**src/rtl/sram_pkg.sv**
```systemverilog
// Shared types and constants for the behavioural SRAM model.
// Latency: n/a (declarations only).
// Backpressure: n/a.
package sram_pkg;

    // Width of the controller-side address bus; upper bits beyond ADDR_W alias.
    localparam int SRAM_ADDR_W  = 18;

    // Default geometry of the modelled device.
    localparam int DEF_ADDR_W   = 18;
    localparam int DEF_DATA_W   = 16;

    // Supported read-latency range of the data return pipeline.
    localparam int READ_LAT_MIN = 1;
    localparam int READ_LAT_MAX = 4;

    // INIT runs the post-reset clear sweep; READY services the controller.
    typedef enum logic {
        INIT  = 1'b0,
        READY = 1'b1
    } state_t;

endpackage

```
**src/rtl/sram_read_pipe.sv**
```systemverilog
// Valid+data delay line carrying read results towards the DQ bus.
// Latency: DEPTH clocks from i_vld/i_dat to o_vld/o_dat.
// Backpressure: none; shifts every clock, rst synchronously drops all valids.
module sram_read_pipe
    import sram_pkg::*;
#(
    parameter int DEPTH  = READ_LAT_MIN,
    parameter int DATA_W = DEF_DATA_W
) (
    input  logic              clk,
    input  logic              rst,
    input  logic              i_vld,
    input  logic [DATA_W-1:0] i_dat,
    output logic              o_vld,
    output logic [DATA_W-1:0] o_dat
);

    logic              r_vld [DEPTH];
    logic [DATA_W-1:0] r_dat [DEPTH];

    // Valid chain: shifts every clock, cleared by reset so the bus is released.
    always_ff @(posedge clk) begin
        if (rst) begin
            for (int i = 0; i < DEPTH; i++) begin
                r_vld[i] <= 1'b0;
            end
        end else begin
            r_vld[0] <= i_vld;
            for (int i = 1; i < DEPTH; i++) begin
                r_vld[i] <= r_vld[i-1];
            end
        end
    end

    // Data chain: no reset needed, contents only matter when the valid is set.
    always_ff @(posedge clk) begin
        r_dat[0] <= i_dat;
        for (int i = 1; i < DEPTH; i++) begin
            r_dat[i] <= r_dat[i-1];
        end
    end

    assign o_vld = r_vld[DEPTH-1];
    assign o_dat = r_dat[DEPTH-1];

endmodule

```
**config.mk**
```make
export PLATFORM = sky130hd
export DESIGN_NAME = sram_read_pipe
export DESIGN_NICKNAME = d
export VERILOG_FILES = /design/src/rtl/sram_pkg.sv /design/src/rtl/sram_read_pipe.sv
export SDC_FILE = /design/constraint.sdc
export NUM_CORES = 1
export LEC_CHECK = 0
export CORE_AREA = 2 2 39 41
export DETAILED_ROUTE_END_ITERATION = 12
export DIE_AREA = 0 0 41 43
export HOLD_SLACK_MARGIN = 0.1
export PLACE_DENSITY = 0.75
export SLEW_MARGIN = 20
export SYNTH_ARGS = -nofsm -noshare
export SYNTH_HDL_FRONTEND = slang
export SYNTH_SLANG_ARGS = --single-unit
```
**constraint.sdc**
```tcl
create_clock -name clk -period 0.92 [get_ports clk]
set_input_delay 0.184 -clock clk [delete_from_list [all_inputs] [get_ports clk]]
set_output_delay 0.184 -clock clk [all_outputs]
set_load 0.02 [all_outputs]
```
# == After elaboration in Yosys (flattened, before gate mapping) ==
# Memories as Yosys holds them, arrays and structs flattened.
# Cells that the tools add are included.
# classes
mul,0
n_bitwise,0
n_shift,0
muxes,5
div_mod_pow,0
order_cmp,0
add_sub_neg,0
n_reduce_logical,1
eq_ne,0
# op_table
operator,n
1-bit two-way mux,5
1-bit OR reduction,1
# totals
regBits,0
input_bits,19
latchBits,0
elab_cells,8
rom_bits,0
n_memories,2
ramBits,17
out_inout_bits,17
# memory_table
memory,words,width,rd,rd_clocked_by_memory_dff,wr,line_no,text
r_dat,1,16,1,0,1,sram_read_pipe.sv:19,logic [DATA_W-1:0] r_dat [DEPTH];
r_vld,1,1,1,0,1,sram_read_pipe.sv:18,logic r_vld [DEPTH];

# == Logic depth before layout (Yosys ltp) ==
# depth
word_depth,3
ltp_mapped,1
ltp_nobuf,1

# == Least setup slack after synthesis ==
# Ideal clock, no wire load.
# synth_path
path_kind,reg-to-output
from,memory r_dat[0][0] (netlist name)
to,output o_dat[0]
arrival_ps,395
path_slack_ps,341
stages_incl_launch_ff,1
n_path_buf,0
t_required_ps,736
path_cell_list,dfxtp_1
# synth_between
elab_chain_cells,1
# synth_rtl
item,line_no,text
start: declaration,sram_read_pipe.sv:19,
memory 1 x 16 bit,n/a,
end: declaration,sram_read_pipe.sv:15,output logic [DATA_W-1:0] o_dat
# No other way between the ends.

# == Worst setup path after layout ==
# layout_path
from,memory r_dat[0][13] (netlist name)
to,output o_dat[13]
# Same word-level chain as after synthesis.

==> flow_summary_export.csv <==
group,metric,value,unit
status,outcome,"completed",
worst_setup_path,crit_path_top_delay_cell,"dfxtp_2",
timing,finalHoldViolCount,0,
timing,relSlewSlack,92.6,%
routing,drc_errors,0,
place,gp_congestion,0.569,
floorplan,initial_core_util,25.6,%
routing,dr_total_vias,284,
cts,cts_buffer_depth,2,
logic_synthesis,synthTopCellsByArea,"dfxtp_1, nor2b_4",
logic_synthesis,synth_top_area_share,96.1,%
pwr,max-vdd-ir-drop,671,uV
worst_setup_path,endpoint_kind,"output port",
worst_setup_path,critPathLaunchType,"flop",
cells_and_area,area_growth_syn_to_layout,124,%
cells_and_area,register_area,362,um^2
logic_synthesis,yosysTopAreaCell,"dfxtp_1",
place,io_buffers,35,
floorplan,rows,14,
cts,clkTransAtPathRegs,0.09,ns
cells_and_area,drive_gt1_share,66.7,%
timing,slew_violations,0,
timing,fin_tns_setup,0,ns
worst_setup_path,path_cells,"buf_6",
place,pre_cts_slack,-0.167,ns
floorplan,dieArea,0.00176,mm^2
worst_setup_path,path_buf_inv,1,
floorplan,core_area,0.00138,mm^2
global_routing,grt_pass1_vias,283,
pwr,powerDensity,1750,mW/mm^2
place,place_area,724,um^2
place,hpwl,686,um
timing,worst_pin_slew,0.111,ns
worst_setup_path,cp.required,0.74,ns
logic_synthesis,avgSynthCellArea,19.7,um^2
routing,dr.pass1.iters,2,
routing,ant_nets,0,
logic_synthesis,synth_cell_type_count,2,
logic_synthesis,syn_area,354,um^2
logic_synthesis,ys_seq_area_share,96.1,%
timing,final.setup.worst_slack,0.00932,ns
cts,cts.sinks,17,
cts,cts_root_buf,"clkbuf_4",
cts,cts_tree,"done",
global_routing,grt_max_degree,10,
global_routing,antenna_found_initial,0,
worst_setup_path,worstSetupPathType,"flop to output port",
routing,routed_wl,847,um
cells_and_area,antenna_cells,0,
cells_and_area,layout.nets,77,
logic_synthesis,synth_warnings,0,
cts,cts_hold_buffers,0,
timing,max_freq,1100,MHz
cts,htreeDepth,1,
logic_synthesis,syn_nets,37,
timing,setup_viol,0,
min_path,hold_class,"input pin to flop",
routing,drtIter0Drc,1,
global_routing,grt_overflow,0,
worst_setup_path,cpPeakStageDelay,0.33,ns
place,dp.cells,69,
run,cap_viol_max_count,0,
global_routing,track_usage,10.4,%
floorplan,die_h,43,um
routing,vias_per_cell,3.89,
floorplan,die_w,41,um
timing,rsz0062_at_grt,"true",
pwr,leakage,0.339,nW
timing,min_period,0.911,ns
routing,wl_per_cell,11.6,um
floorplan,io_pins,36,
worst_setup_path,cp.arrival,0.73,ns
cells_and_area,multi_input_area,13.8,um^2
worst_setup_path,cp_top_family,"flip-flops",
global_routing,grt_pass1_wl,1150,um
timing,fin_crit_sh,99.0,%
cells_and_area,final_util,57.3,%
logic_synthesis,netlist_instances,18,
logic_synthesis,synth-seq-cells,17,
cells_and_area,fill_cells,123,
cts,cts_buffers,3,
cells_and_area,stdcell_count,73,
worst_setup_path,critPathMaxFanout,1,
cells_and_area,final_area,793,um^2
==> layout by cell type (no fill, tap or decap) <==
master           netlist  layout
clkdlybuf4s50_1        0      18
buf_6                  0      17
dfxtp_2                0      17
clkbuf_4               0       3
nor2b_4                1       1
clkbuf_1               0       1
==> final timing paths <==
kind / start / to / slack [ns] / cells past startpoint
worst max-delay path: r_dat[0][13]$_DFF_P_ / o_dat[13] / 0.009 / 1
worst min-delay path: i_dat[7] / r_dat[0][7]$_DFF_P_ / 0.33 / 1
==> repair_timing <==
action,in CTS,in global routing
gates resized for setup,117,2
setup endpoints to repair,17,17
pin swaps,0,0
buffers inserted,0,0
==> layer usage <==
layer	vias up	GRT usage, %	share of wire (%)
li1	132	-	-
met4	0	4.00	0
met3	0	8.90	24
met5	-	0	0
met2	32	16.3	45
met1	120	9.30	30
==> synth_stat cells <==
master / count
dfxtp_1: 17
nor2b_4: 1
==> where the power goes <==
group | switching [mW] | internal (mW) | leakage, nW
Combinational | 0.0748 | 0.140 | 0.181
Clock | 0.203 | 0.168 | 0.0150
Sequential | 0.0176 | 0.783 | 0.144
==> cell type report <==
type,instances,area share (%)
timing repair buffer,35,46.8
multi-input combinational,1,1.74
clock buffer,4,3.31
sequential,17,45.6
tap,16,2.52
==> state kept, by name, indices dropped and copies added, names as in the netlist <==
signal,cells
r_vld,1
r_dat,16
==> kinds of logic (layout without fill, tap and decap cells) <==
logic type	after synthesis	count (layout)	synth area share, %
buffers and inverters	0	39	0
DFF	17	17	96.1
and+or+nand+nor	1	1	3.89
==> per-stage QoR <==
stage | hold slack [ns] | power [mW]
after floorplan | 0.212 | 0.858
after global placement | 0.632 | 1.01
after detailed placement | 0.636 | 1.01
after CTS | 0.320 | 1.41
after global routing | 0.314 | 1.46
final | 0.335 | 1.39
Note: power is estimated with default switching activity, not from simulation.
